===== src/rtl/move_pkg.sv =====
// -----------------------------------------------------------------------------
// move_pkg
// Shared types for the moving-block scheduler:
//   dir_t    : move direction encoding driven on move_dir / last_dir
//   state_t  : scheduler FSM states
//   pick_dir : fixed-priority arbiter over the four debounced button levels
// -----------------------------------------------------------------------------
package move_pkg;

  typedef enum logic [1:0] {
    DIR_RIGHT = 2'd0,
    DIR_LEFT  = 2'd1,
    DIR_UP    = 2'd2,
    DIR_DOWN  = 2'd3
  } dir_t;

  typedef enum logic [1:0] {
    IDLE,
    ARMED,
    ISSUE,
    HOLD
  } state_t;

  // RIGHT > LEFT > UP > DOWN. Opposite pairs pressed together fall out of the
  // same ordering, so no special case is needed for them.
  function automatic dir_t pick_dir(input logic r, input logic l,
                                    input logic u, input logic d);
    if (r)      return DIR_RIGHT;
    else if (l) return DIR_LEFT;
    else if (u) return DIR_UP;
    else if (d) return DIR_DOWN;
    else        return DIR_RIGHT;
  endfunction

endpackage


===== src/rtl/btn_debounce.sv =====
// -----------------------------------------------------------------------------
// btn_debounce
// Two-flop synchroniser followed by a stability counter for one raw button.
// The accepted level flips only after DEBOUNCE_CYCLES consecutive synchronised
// samples disagree with it; a single agreeing sample restarts the count.
//
// Ports:
//   clk    in  1  system clock
//   rst    in  1  synchronous, active-high reset (level -> released)
//   btn    in  1  raw button, asynchronous to clk
//   level  out 1  debounced button level (1 = pressed)
// -----------------------------------------------------------------------------
module btn_debounce #(
  parameter int unsigned DEBOUNCE_CYCLES = 500000
) (
  input  logic clk,
  input  logic rst,
  input  logic btn,
  output logic level
);

  localparam int unsigned CNT_W = (DEBOUNCE_CYCLES > 1) ? $clog2(DEBOUNCE_CYCLES) : 1;
  localparam logic [CNT_W-1:0] CNT_LAST = CNT_W'(DEBOUNCE_CYCLES - 1);

  logic             sync_1;
  logic             sync_2;
  logic [CNT_W-1:0] cnt;

  // NOTE: sequential state uses non-blocking assignments so every flop samples
  // the pre-edge value of its neighbours; blocking here would collapse the
  // two-stage synchroniser into a single flop.
  always_ff @(posedge clk) begin
    if (rst) begin
      sync_1 <= 1'b0;
      sync_2 <= 1'b0;
      cnt    <= '0;
      level  <= 1'b0;
    end else begin
      sync_1 <= btn;
      sync_2 <= sync_1;
      if (sync_2 != level) begin
        if (cnt == CNT_LAST) begin
          level <= sync_2;
          cnt   <= '0;
        end else begin
          cnt <= cnt + 1'b1;
        end
      end else begin
        cnt <= '0;
      end
    end
  end

endmodule


===== src/rtl/move_scheduler.sv =====
// -----------------------------------------------------------------------------
// move_scheduler
// Debounces the four direction buttons, arbitrates simultaneous presses and
// issues one position-update command per frame boundary (frame_start), so the
// block position only changes during vertical blanking.
//
// Build option: `define AUTO_REPEAT_EN to repeat the move every MOVE_PERIOD
// frames while a button is held. Without it, exactly one move is issued per
// press and the frame counter does not exist.
//
// Ports:
//   clk          in  1  system clock
//   rst          in  1  synchronous, active-high reset
//   btn_right    in  1  raw button
//   btn_left     in  1  raw button
//   btn_up       in  1  raw button
//   btn_down     in  1  raw button
//   frame_start  in  1  one-cycle pulse at start of vertical blanking
//   move_ready   in  1  consumer accepts the command this cycle
//   move_valid   out 1  command pending
//   move_dir     out 2  00 RIGHT, 01 LEFT, 10 UP, 11 DOWN; stable while valid
//   move_step    out 4  STEP while valid, 0 otherwise
//   last_dir     out 2  direction of the most recent accepted move
//   last_dir_vld out 1  high once any move has been accepted since reset
// -----------------------------------------------------------------------------
module move_scheduler
  import move_pkg::*;
#(
  parameter int unsigned DEBOUNCE_CYCLES = 500000,
  parameter int unsigned MOVE_PERIOD     = 2,
  parameter int unsigned STEP            = 2
) (
  input  logic       clk,
  input  logic       rst,
  input  logic       btn_right,
  input  logic       btn_left,
  input  logic       btn_up,
  input  logic       btn_down,
  input  logic       frame_start,
  input  logic       move_ready,
  output logic       move_valid,
  output logic [1:0] move_dir,
  output logic [3:0] move_step,
  output logic [1:0] last_dir,
  output logic       last_dir_vld
);

  if (MOVE_PERIOD < 1) begin : g_period_check
    $error("move_scheduler: MOVE_PERIOD must be at least 1");
  end

  localparam logic [3:0] STEP_VAL = 4'(STEP);

  // ---------------------------------------------------------------------------
  // Button conditioning
  // ---------------------------------------------------------------------------
  logic lvl_right, lvl_left, lvl_up, lvl_down;
  logic any_pressed;
  dir_t arb_dir;

  btn_debounce #(.DEBOUNCE_CYCLES(DEBOUNCE_CYCLES)) u_db_right (
    .clk(clk), .rst(rst), .btn(btn_right), .level(lvl_right)
  );
  btn_debounce #(.DEBOUNCE_CYCLES(DEBOUNCE_CYCLES)) u_db_left (
    .clk(clk), .rst(rst), .btn(btn_left), .level(lvl_left)
  );
  btn_debounce #(.DEBOUNCE_CYCLES(DEBOUNCE_CYCLES)) u_db_up (
    .clk(clk), .rst(rst), .btn(btn_up), .level(lvl_up)
  );
  btn_debounce #(.DEBOUNCE_CYCLES(DEBOUNCE_CYCLES)) u_db_down (
    .clk(clk), .rst(rst), .btn(btn_down), .level(lvl_down)
  );

  assign any_pressed = lvl_right | lvl_left | lvl_up | lvl_down;
  assign arb_dir     = pick_dir(lvl_right, lvl_left, lvl_up, lvl_down);

  // ---------------------------------------------------------------------------
  // Scheduler FSM
  // ---------------------------------------------------------------------------
  state_t state_q, state_d;
  dir_t   dir_q, dir_d;
  dir_t   last_dir_q, last_dir_d;
  logic   last_vld_q, last_vld_d;

`ifdef AUTO_REPEAT_EN
  localparam int unsigned FCNT_W = $clog2(MOVE_PERIOD + 1);
  localparam logic [FCNT_W-1:0] FCNT_LAST = FCNT_W'(MOVE_PERIOD - 1);

  logic [FCNT_W-1:0] fcnt_q, fcnt_d;
`endif

  always_ff @(posedge clk) begin
    if (rst) begin
      state_q    <= IDLE;
      dir_q      <= DIR_RIGHT;
      last_dir_q <= DIR_RIGHT;
      last_vld_q <= 1'b0;
`ifdef AUTO_REPEAT_EN
      fcnt_q     <= '0;
`endif
    end else begin
      state_q    <= state_d;
      dir_q      <= dir_d;
      last_dir_q <= last_dir_d;
      last_vld_q <= last_vld_d;
`ifdef AUTO_REPEAT_EN
      fcnt_q     <= fcnt_d;
`endif
    end
  end

  // NOTE: every signal written here is given its hold value first, so no path
  // through the case leaves it unassigned and no latch is inferred.
  always_comb begin
    state_d    = state_q;
    dir_d      = dir_q;
    last_dir_d = last_dir_q;
    last_vld_d = last_vld_q;
`ifdef AUTO_REPEAT_EN
    fcnt_d     = fcnt_q;
`endif

    unique case (state_q)
      IDLE: begin
        if (any_pressed) state_d = ARMED;
      end

      // Release takes precedence over a coincident frame_start.
      ARMED: begin
        if (!any_pressed) begin
          state_d = IDLE;
        end else if (frame_start) begin
          state_d = ISSUE;
          dir_d   = arb_dir;
        end
      end

      // Command stays up until accepted; a release or further frame_start
      // cannot retract or duplicate it.
      ISSUE: begin
        if (move_ready) begin
          state_d    = HOLD;
          last_dir_d = dir_q;
          last_vld_d = 1'b1;
`ifdef AUTO_REPEAT_EN
          fcnt_d     = '0;
`endif
        end
      end

      HOLD: begin
        if (!any_pressed) begin
          state_d = IDLE;
        end
`ifdef AUTO_REPEAT_EN
        else if (frame_start) begin
          if (fcnt_q == FCNT_LAST) begin
            state_d = ISSUE;
            dir_d   = arb_dir;
          end else if (fcnt_q < FCNT_LAST) begin
            fcnt_d = fcnt_q + 1'b1;
          end
        end
`endif
      end

      default: state_d = IDLE;
    endcase
  end

  // ---------------------------------------------------------------------------
  // Outputs
  // ---------------------------------------------------------------------------
  assign move_valid   = (state_q == ISSUE);
  assign move_dir     = dir_q;
  assign move_step    = move_valid ? STEP_VAL : 4'd0;
  assign last_dir     = last_dir_q;
  assign last_dir_vld = last_vld_q;

endmodule

===== config.mk =====
export PLATFORM = sky130hd
export DESIGN_NAME = move_scheduler
export DESIGN_NICKNAME = d
export VERILOG_FILES = /design/src/rtl/move_pkg.sv /design/src/rtl/btn_debounce.sv /design/src/rtl/move_scheduler.sv
export SDC_FILE = /design/constraint.sdc
export NUM_CORES = 1
export LEC_CHECK = 0
export ABC_AREA = 1
export BUFFER_PORTS_ARGS = -buffer_cell sky130_fd_sc_hd__buf_2
export CORE_MARGIN = 2
export CORE_UTILIZATION = 53
export DETAILED_ROUTE_END_ITERATION = 10
export GPL_ROUTABILITY_DRIVEN = 0
export PLACE_DENSITY = 0.7
export SLEW_MARGIN = 5
export SYNTH_ARGS = -nofsm -noshare
export SYNTH_HDL_FRONTEND = slang
export SYNTH_SLANG_ARGS = --single-unit
export TNS_END_PERCENT = 5

===== constraint.sdc =====
create_clock -name clk -period 3 [get_ports clk]
set_input_delay 0.3 -clock clk [delete_from_list [all_inputs] [get_ports clk]]
set_output_delay 0.3 -clock clk [all_outputs]
set_load 0.05 [all_outputs]

* Word-level counts from Yosys, hierarchy flattened
Index checks and enable logic that the tools add are counted.
Operators by class: magnitude comparators 0, reduce and logical (&&, ||, !) cells 12, bitwise logic cells 7, multipliers 0, equality and inequality tests 15, mux-type cells 11, add/sub/neg operators 4, shifts and indexed selects 0, divide/modulo/power cells 0
Operators by type and width (number):
- $add A19 B1 Y19 const B | 4
- $eq A19 B19 Y1 const B | 4
- $mux W2 | 10
- $reduce_or A3 Y1 | 4
- $reduce_and A2 Y1 | 5
- $pmux W2 S4 | 1
- $ne A2 B2 Y1 const B | 3
- $eq A2 B2 Y1 const B | 2
- $ne A1 B1 Y1 | 4
- $not A1 Y1 | 4
- $reduce_and A4 Y1 | 1
- $ne A3 B3 Y1 const B | 1
- $or A1 B1 Y1 | 3
- $reduce_and A3 Y1 | 1
- $eq A2 B1 Y1 const B | 1
- $logic_not A2 Y1 | 1
Word-level totals: register bits 95, output and inout bits 10, input bits 8, RAM bits 0, memories kept 0, latch bits 0, word-level logic and storage cells 69, memory bits (read-only) 0

* Longest topological paths before layout
Gate-level depths: netlist (run 1).
depth after elaboration 5, mapped depth 10, gate-level depth less buffers 10

* Cells and area by module
A second synthesis (run 1) with hierarchy kept.
Second synthesis, totals: cells, all modules 778, area total of the unflattened synthesis 5192.5 um^2
Modules (own cells, without submodules):
- btn_debounce | instances 4, area each 1203.7 um^2, cells an instance 182
- move_scheduler | instances 1, area each 377.9 um^2, cells an instance 50

* Worst setup path after synthesis (run 1)
Ideal clock, no wire load.
path kind register -> register, start point reg (tool-made name), end point reg state_q[0], library setup time 0.116 ns, cell stages (with the launch flop) 7, data arrival time 1.742 ns, data required time 2.884 ns, buffers on the path 0, path slack 1.143 ns, cell sequence dfxtp_1 inv_1 nor2_1 nand2_1 nand3_1 nand2_1 and3_1
RTL lines:
- to (signal assigned) | RTL line move_scheduler.sv:102 | state_q <= state_d;
- to (decl) | RTL line move_scheduler.sv:80 | state_t state_q, state_d;

* Final worst setup path (run 1)
start point reg u_db_up.cnt[0], end point reg u_db_up.cnt[15]
Between the ends: cells in the longest elaborated chain, start to end 2
Ends and longest elaborated chain:
- from (decl) | RTL line btn_debounce.sv:27 | logic [CNT_W-1:0] cnt;
- from (signal assigned) | RTL line btn_debounce.sv:46 | cnt <= cnt + 1'b1;
- parallel branches: the longest is 2 deep, another holds $add A19 B1 Y19
Several ways; the timed one is not identified. A chain may end at the register's enable or synchronous reset.

==> results of run 1 <==
-- cell usage after synthesis --
cell	instances
nand2_1	157
nor2_1	138
dfxtp_1	95
inv_1	85
nand3_1	47
a21oi_1	33
nand4_1	23
xor2_1	15
nor3_1	13
xnor2_1	11
nand2_2	9
o21ai_0	9
nand3b_1	6
nor2_2	6
buf_4	5
nand3_2	5
ha_1	4
or2_0	4
or2_2	4
buf_6	3
nor2_4	3
a21oi_2	2
nor3_4	2
a31oi_1	1
and3_1	1
buf_2	1
clkbuf_1	1
conb_1	1
inv_2	1
nand2_4	1
nor3b_1	1
o21bai_1	1
-- per-stage QoR --
stage                     setup WS, ns  instance area (sq um)
after floorplan                   1.14                   4720
after CTS                         1.17                   5060
after global routing             0.940                   5060
after detailed placement          1.18                   4840
final                             1.18                   5060
after global placement            1.27                   4840
-- power by group through the flow --
| stage | Combinational [mW] | Sequential, mW | Clock (mW) |
|---|---|---|---|
| 6_report | 0.0374 | 1.27 | 0.879 |
| 5_1_grt | 0.0426 | 1.27 | 0.957 |
| 4_1_cts | 0.0379 | 1.27 | 0.905 |
| 3_5_place_dp | 0.0378 | 1.30 | 0 |
| 3_3_place_gp | 0.0372 | 1.30 | 0 |
| 2_1_floorplan | 0.0338 | 1.30 | 0 |
-- worst min path at each step --
stage | start | to | slack (ns) | cells past startpoint
floorplan | u_db_down.sync_1 | u_db_down.sync_2 | 0.39 | 2
global placement | u_db_up.sync_1 | u_db_up.sync_2 | 0.39 | 2
detailed placement | u_db_up.sync_1 | u_db_up.sync_2 | 0.40 | 2
CTS | btn_left | u_db_left.sync_1 | 0.14 | 3
global route | btn_down | u_db_down.sync_1 | 0.15 | 3
finish | btn_left | u_db_left.sync_1 | 0.15 | 3
-- worst max-delay path, cell delays in order, from the launching register on --
cell     delay [ns]
dfxtp_1        0.46
ha_1           0.30
nand2_1        0.15
nor2_4         0.15
nand3_1        0.15
nand2_2        0.31
inv_1          0.10
nand2_1        0.07
inv_1          0.03
-- flip-flops by register name, indices dropped and copies added (netlist names), 2 cells and up, named ones only --
| signal | cells |
|---|---|
| u_db_left.cnt | 19 |
| move_dir | 2 |
| last_dir | 2 |
| u_db_down.cnt | 19 |
| u_db_right.cnt | 19 |
| u_db_up.cnt | 19 |
-- area by class of cell --
type                    count  area [sq um]  area share (%)
clock buffers              11           151            2.99
clock inverters             5          62.6            1.24
inverters                  86           323            6.38
multi-input cells         499          2410            47.7
flip-flops and latches     95          1900            37.6
well taps                 108           135            2.67
repair buffers             14          70.1            1.39
-- per-layer routing --
layer,routed length (um),share of wire (%)
met1,4460,51
met2,3870,44
met3,289,3.3
met4,127,1.5
met5,0,0
-- cells by family after synthesis --
family / Yosys count / synth area share (%)
flops: 95 / 40.4
simple gates: 420 / 40.0
xor+xnor: 26 / 4.84
buf+inv: 96 / 8.55
other cells: 1 / 0.0796
compound gates: 46 / 5.13
fa+ha+maj: 4 / 1.06
==> impl_metrics.py, run 1 <==
metrics = {
    "timing": {
        "max_freq_mhz": 550,
        "rsz0062_at_grt": "false",
        "drv_slew": 0,
        "finalHoldWorstSlack_ns": 0.153,
        "min_period_ns": 1.82,
        "period_share_pct": 60.6,
        "setup_tns_ns": 0,
        "setup_violations": 0,
        "hold_viol": 0,
        "clock_skew_ns": 0.0117,
    },
    "clock_tree": {
        "postCtsHoldBufs": 0,
        "cts_tree": "done",
        "post_cts_buffers": 0,
        "cts_resized": 0,
        "clock-sinks": 95,
        "htreeDepth": 3,
        "insertion_delay_ns": 0.35,
        "cts_buffer_depth": 2,
        "cts-root-buf": "clkbuf_8",
        "path_clk_slew_ns": 0.10,
        "cts_buffers": 9,
    },
    "global_routing": {
        "busiest_layer": "met2",
        "grt_max_degree": 19,
        "grt.overflow.total": 0,
        "grt_pass1_vias": 3821,
        "grtUsageTotal_pct": 19.7,
        "use_met3_pct": 3.01,
        "met1_usage_pct": 26.6,
        "antenna_found_initial": 0,
        "met2_usage_pct": 32.2,
        "grt_first_pass_wirelength_mm": 16.1,
    },
    "yosys": {
        "yosysTopAreaCell": "dfxtp_1",
        "ys_seq_elements": 95,
        "synth.cell_area_sq_mm": 0.00471,
        "postSynthCellCount": 688,
        "yosysUniqueCellTypes": 32,
        "synth_top_area_share_pct": 40.4,
        "ys.warnings.count": 0,
        "yosys-top-cells-area": "dfxtp_1, nand2_1, nor2_1",
        "syn_area_per_cell_sq_um": 6.85,
        "yosysSeqAreaShare_pct": 40.4,
    },
    "route": {
        "drt_pass1_iterations": 4,
        "vias": 4100,
        "wire_per_inst_um": 10.7,
        "wirelength_mm": 8.75,
        "drc": 0,
        "ant_nets": 0,
        "drt-initial-drc-count": 133,
        "vias_per_cell": 5.01,
    },
    "floorplan": {
        "dieHeight_um": 98.3,
        "pin_count": 18,
        "dieArea_sq_mm": 0.00966,
        "die_width_um": 98.3,
        "coreArea_sq_mm": 0.00868,
        "initial_core_util_pct": 54.3,
        "rows": 34,
    },
    "critical_path": {
        "start_kind": "flop",
        "worstReg2RegEnd": "u_db_up.cnt[15]",
        "rr_worst_depth": 8,
        "critical_path_required_ns": 3.27,
        "regToRegStartpoint": "u_db_up.cnt[0]",
        "end_kind": "flop",
        "crit_type": "flop to flop",
        "cp.arrival_ns": 2.08,
        "crit_path_max_fanout": 18,
        "crit_path_end": "u_db_up.cnt[15]",
        "r2r_slack_ns": 1.18,
        "worst_setup_path_startpoint": "u_db_up.cnt[0]",
    },
    "job": {
        "drv_cap": 0,
    },
    "placed_design": {
        "portBuffers": 14,
        "dp_cells": 802,
        "hpwl_mm": 6.58,
    },
    "min_path": {
        "holdCritPathClass": "input port to flop",
    },
    "finish": {
        "layout.nets": 717,
        "layout-drive-gt1-share_pct": 8.87,
        "syn_to_final_growth_pct": 7.36,
        "layout_commonest_cell": "nand2_1",
        "final_cells": 818,
        "antenna_cells": 0,
        "fillers": 824,
        "fin_util_pct": 58.3,
        "final_cell_mix": "nand2_1, nor2_1, dfxtp_1, inv_1, nand3_1",
    },
    "power": {
        "ir_drop_v": 0.000208,
        "pwr-share-clk_pct": 40.2,
        "leakage_nw": 1.78,
        "switching_share_pct": 21.7,
        "cellPowerDensity_mw_per_mm2": 433,
        "seqPwrFrac_pct": 58.1,
        "cell_internal_pwr_mw": 1.71,
        "p_total_mw": 2.19,
        "power.switching_uw": 475,
        "comb_power_share_pct": 1.7,
    },
    "run_status": {
        "status": "complete, no violations",
    },
}
(Power assumes the default switching activity.)
==> run 2: changes to the inputs <==
--- a/config.mk
+++ b/config.mk
@@ -11,7 +11,7 @@
 export CORE_UTILIZATION = 53
 export DETAILED_ROUTE_END_ITERATION = 10
 export GPL_ROUTABILITY_DRIVEN = 0
-export PLACE_DENSITY = 0.7
+export PLACE_DENSITY = 0.73
 export SLEW_MARGIN = 5
 export SYNTH_ARGS = -nofsm -noshare
 export SYNTH_HDL_FRONTEND = slang
==> constraint.sdc (replaced) <==
create_clock -name clk -period 1.5 [get_ports clk]
set_input_delay 0.15 -clock clk [delete_from_list [all_inputs] [get_ports clk]]
set_output_delay 0.15 -clock clk [all_outputs]
set_load 0.05 [all_outputs]
==> run 2 against run 1 <==
  * Cell count is 2.3% higher
  * Clock skew barely moved
  * Final area grew 5.2%
  * Combinational power rose to 2.7 times the previous value
  * Die area is the same
  * Clock power up 130%
==> impl_metrics.py, run 2 (synthesized netlist as in run 1, its figures left out) <==
metrics = {
    "min_path": {
        "whs_path_depth": 3,
        "holdPathEnd": "u_db_right.sync_1",
        "holdCritPathClass": "input port to flop",
        "min-delay-start": "btn_right",
    },
    "finish": {
        "layout_commonest_cell": "nand2_1",
        "syn_to_final_growth_pct": 13.0,
        "final_cell_mix": "nand2_1, nor2_1, dfxtp_1, inv_1, nand3_1",
        "fillers": 785,
        "final_cells": 837,
        "antenna_cells": 0,
        "layout.nets": 736,
        "layout-drive-gt1-share_pct": 12.3,
    },
    "global_routing": {
        "use_met3_pct": 4.80,
        "grtUsageTotal_pct": 20.8,
        "grt_first_pass_wirelength_mm": 17.0,
        "met1_usage_pct": 26.8,
        "busiest_layer": "met2",
        "met2_usage_pct": 34.7,
        "grt_pass1_vias": 4124,
        "grt.overflow.total": 0,
        "grt_max_degree": 18,
        "antenna_found_initial": 0,
    },
    "route": {
        "drt_pass1_iterations": 5,
        "vias": 4237,
        "drc": 0,
        "wirelength_mm": 9.58,
        "wire_per_inst_um": 11.4,
        "drt-initial-drc-count": 153,
        "vias_per_cell": 5.06,
        "ant_nets": 0,
    },
    "critical_path": {
        "r2r_slack_ns": 0.12,
        "end_kind": "flop",
        "worstReg2RegEnd": "u_db_right.cnt[10]",
        "crit_type": "flop to flop",
        "crit_path_max_fanout": 5,
        "regToRegStartpoint": "u_db_right.cnt[1]",
        "cp.arrival_ns": 1.63,
        "rr_worst_depth": 7,
        "critical_path_required_ns": 1.75,
        "start_kind": "flop",
    },
    "clock_tree": {
        "insertion_delay_ns": 0.36,
        "clock-sinks": 95,
        "cts-root-buf": "clkbuf_8",
        "path_clk_slew_ns": 0.09,
        "cts_buffers": 9,
        "cts_tree": "done",
        "htreeDepth": 3,
        "cts_buffer_depth": 2,
    },
    "power": {
        "comb_power_share_pct": 2.1,
        "ir_drop_v": 0.000581,
        "leakage_nw": 1.91,
        "seqPwrFrac_pct": 54.7,
        "cell_internal_pwr_mw": 3.68,
        "power.switching_uw": 960,
        "switching_share_pct": 20.7,
        "pwr-share-clk_pct": 43.1,
        "cellPowerDensity_mw_per_mm2": 872,
    },
    "floorplan": {
        "coreArea_sq_mm": 0.00868,
        "pin_count": 18,
        "dieHeight_um": 98.3,
        "rows": 34,
        "die_width_um": 98.3,
        "initial_core_util_pct": 54.3,
        "dieArea_sq_mm": 0.00966,
    },
    "placed_design": {
        "place_ws_ns": 0.0559,
        "dp_cells": 817,
        "hpwl_mm": 7.09,
        "portBuffers": 14,
    },
    "run_status": {
        "status": "complete, no violations",
    },
    "timing": {
        "period_share_pct": 92.1,
        "setup_slack_ns": 0.119,
        "setup_violations": 0,
        "rsz0062_at_grt": "true",
        "hold_viol": 0,
        "clock_skew_ns": 0.0119,
        "min_period_ns": 1.38,
        "max_freq_mhz": 724,
        "drv_slew": 0,
    },
    "job": {
        "drv_cap": 0,
    },
}
==> run 2: cell types whose count changed in the layout (fill, tap and decap cells not counted), sizes merged <==
cell         previous run  this run
bufinv                  1         3
buf                    14        30
clkinv                  0         1
inv                    88        86
clkinvlp                2         1
dlygate4sd3             0         3
==> run 2: worst max-delay path by stage <==
| stage | from | end | slack [ns] | cells past startpoint |
|---|---|---|---|---|
| 2_1_floorplan | u_db_up.cnt[0] | u_db_up.cnt[0] | 0.009 | 7 |
| 3_3_place_gp | u_db_right.cnt[0] | u_db_right.cnt[16] | 0.07 | 10 |
| 3_5_place_dp | u_db_right.cnt[0] | u_db_right.cnt[16] | 0.06 | 10 |
| 4_1_cts | u_db_right.cnt[0] | u_db_right.cnt[16] | 0.04 | 10 |
| 5_1_grt | u_db_up.cnt[0] | u_db_up.cnt[16] | -0.02 | 8 |
| 6_report | u_db_right.cnt[1] | u_db_right.cnt[10] | 0.12 | 7 |
==> run 2: cell type report <==
| type | count | area (sq um) | share of cell area (%) |
|---|---|---|---|
| Inverter | 86 | 323 | 6.07 |
| Clock inverter | 5 | 106 | 2.00 |
| Timing Repair Buffer | 33 | 245 | 4.61 |
| Clock buffer | 11 | 131 | 2.47 |
| Tap cell | 108 | 135 | 2.54 |
| Sequential cell | 95 | 1910 | 35.8 |
| Multi-Input combinational cell | 499 | 2470 | 46.5 |
==> run 2: per-stage QoR <==
| stage | util, % | TNS [ns] | hold WS [ns] | cell area, sq um | power [mW] |
|---|---|---|---|---|---|
| 6_report | 61.3 | 0 | 0.0244 | 5320 | 4.64 |
| 5_1_grt | 61.3 | -0.0679 | 0.0254 | 5320 | 4.80 |
| 4_1_cts | 60.6 | 0 | 0.0160 | 5260 | 4.68 |
| 3_5_place_dp | 57.5 | 0 | 0.363 | 4990 | 2.69 |
| 3_3_place_gp | 57.5 | 0 | 0.358 | 4990 | 2.69 |
| 2_1_floorplan | - | 0 | 0.257 | 4720 | 2.67 |
==> run 2: worst max-delay path, cell delays in order (launching register included) <==
cell and delay (ns):
dfxtp_1 0.38, ha_4 0.16, nand2_4 0.06, nor2_4 0.16, nand4_1 0.17, buf_4 0.18
xor2_1 0.12, nor2_1 0.05
==> run 2: repair_timing <==
action                     4_1_cts  5_1_grt
buffers inserted                 0        1
setup endpoints to repair        0       51
hold buffers                     3        0
hold endpoints to repair         3        0
resized for setup                0       17
==> run 2: routing by layer <==
metal  part of all wire, %  wire [um]  vias up
met5                     0          0        -
met4                   1.6        153        0
met3                   4.1        395       15
met2                    47       4490       81
met1                    47       4540     1912
li1                      -          -     2229
==> run 2: power by group through the flow <==
| stage | Sequential, mW | Clock [mW] | Combinational [mW] |
|---|---|---|---|
| after floorplan | 2.60 | 0 | 0.0675 |
| after global placement | 2.60 | 0 | 0.0915 |
| after detailed placement | 2.60 | 0 | 0.0926 |
| after CTS | 2.54 | 2.04 | 0.0988 |
| after global routing | 2.54 | 2.15 | 0.110 |
| final | 2.54 | 2.00 | 0.0993 |
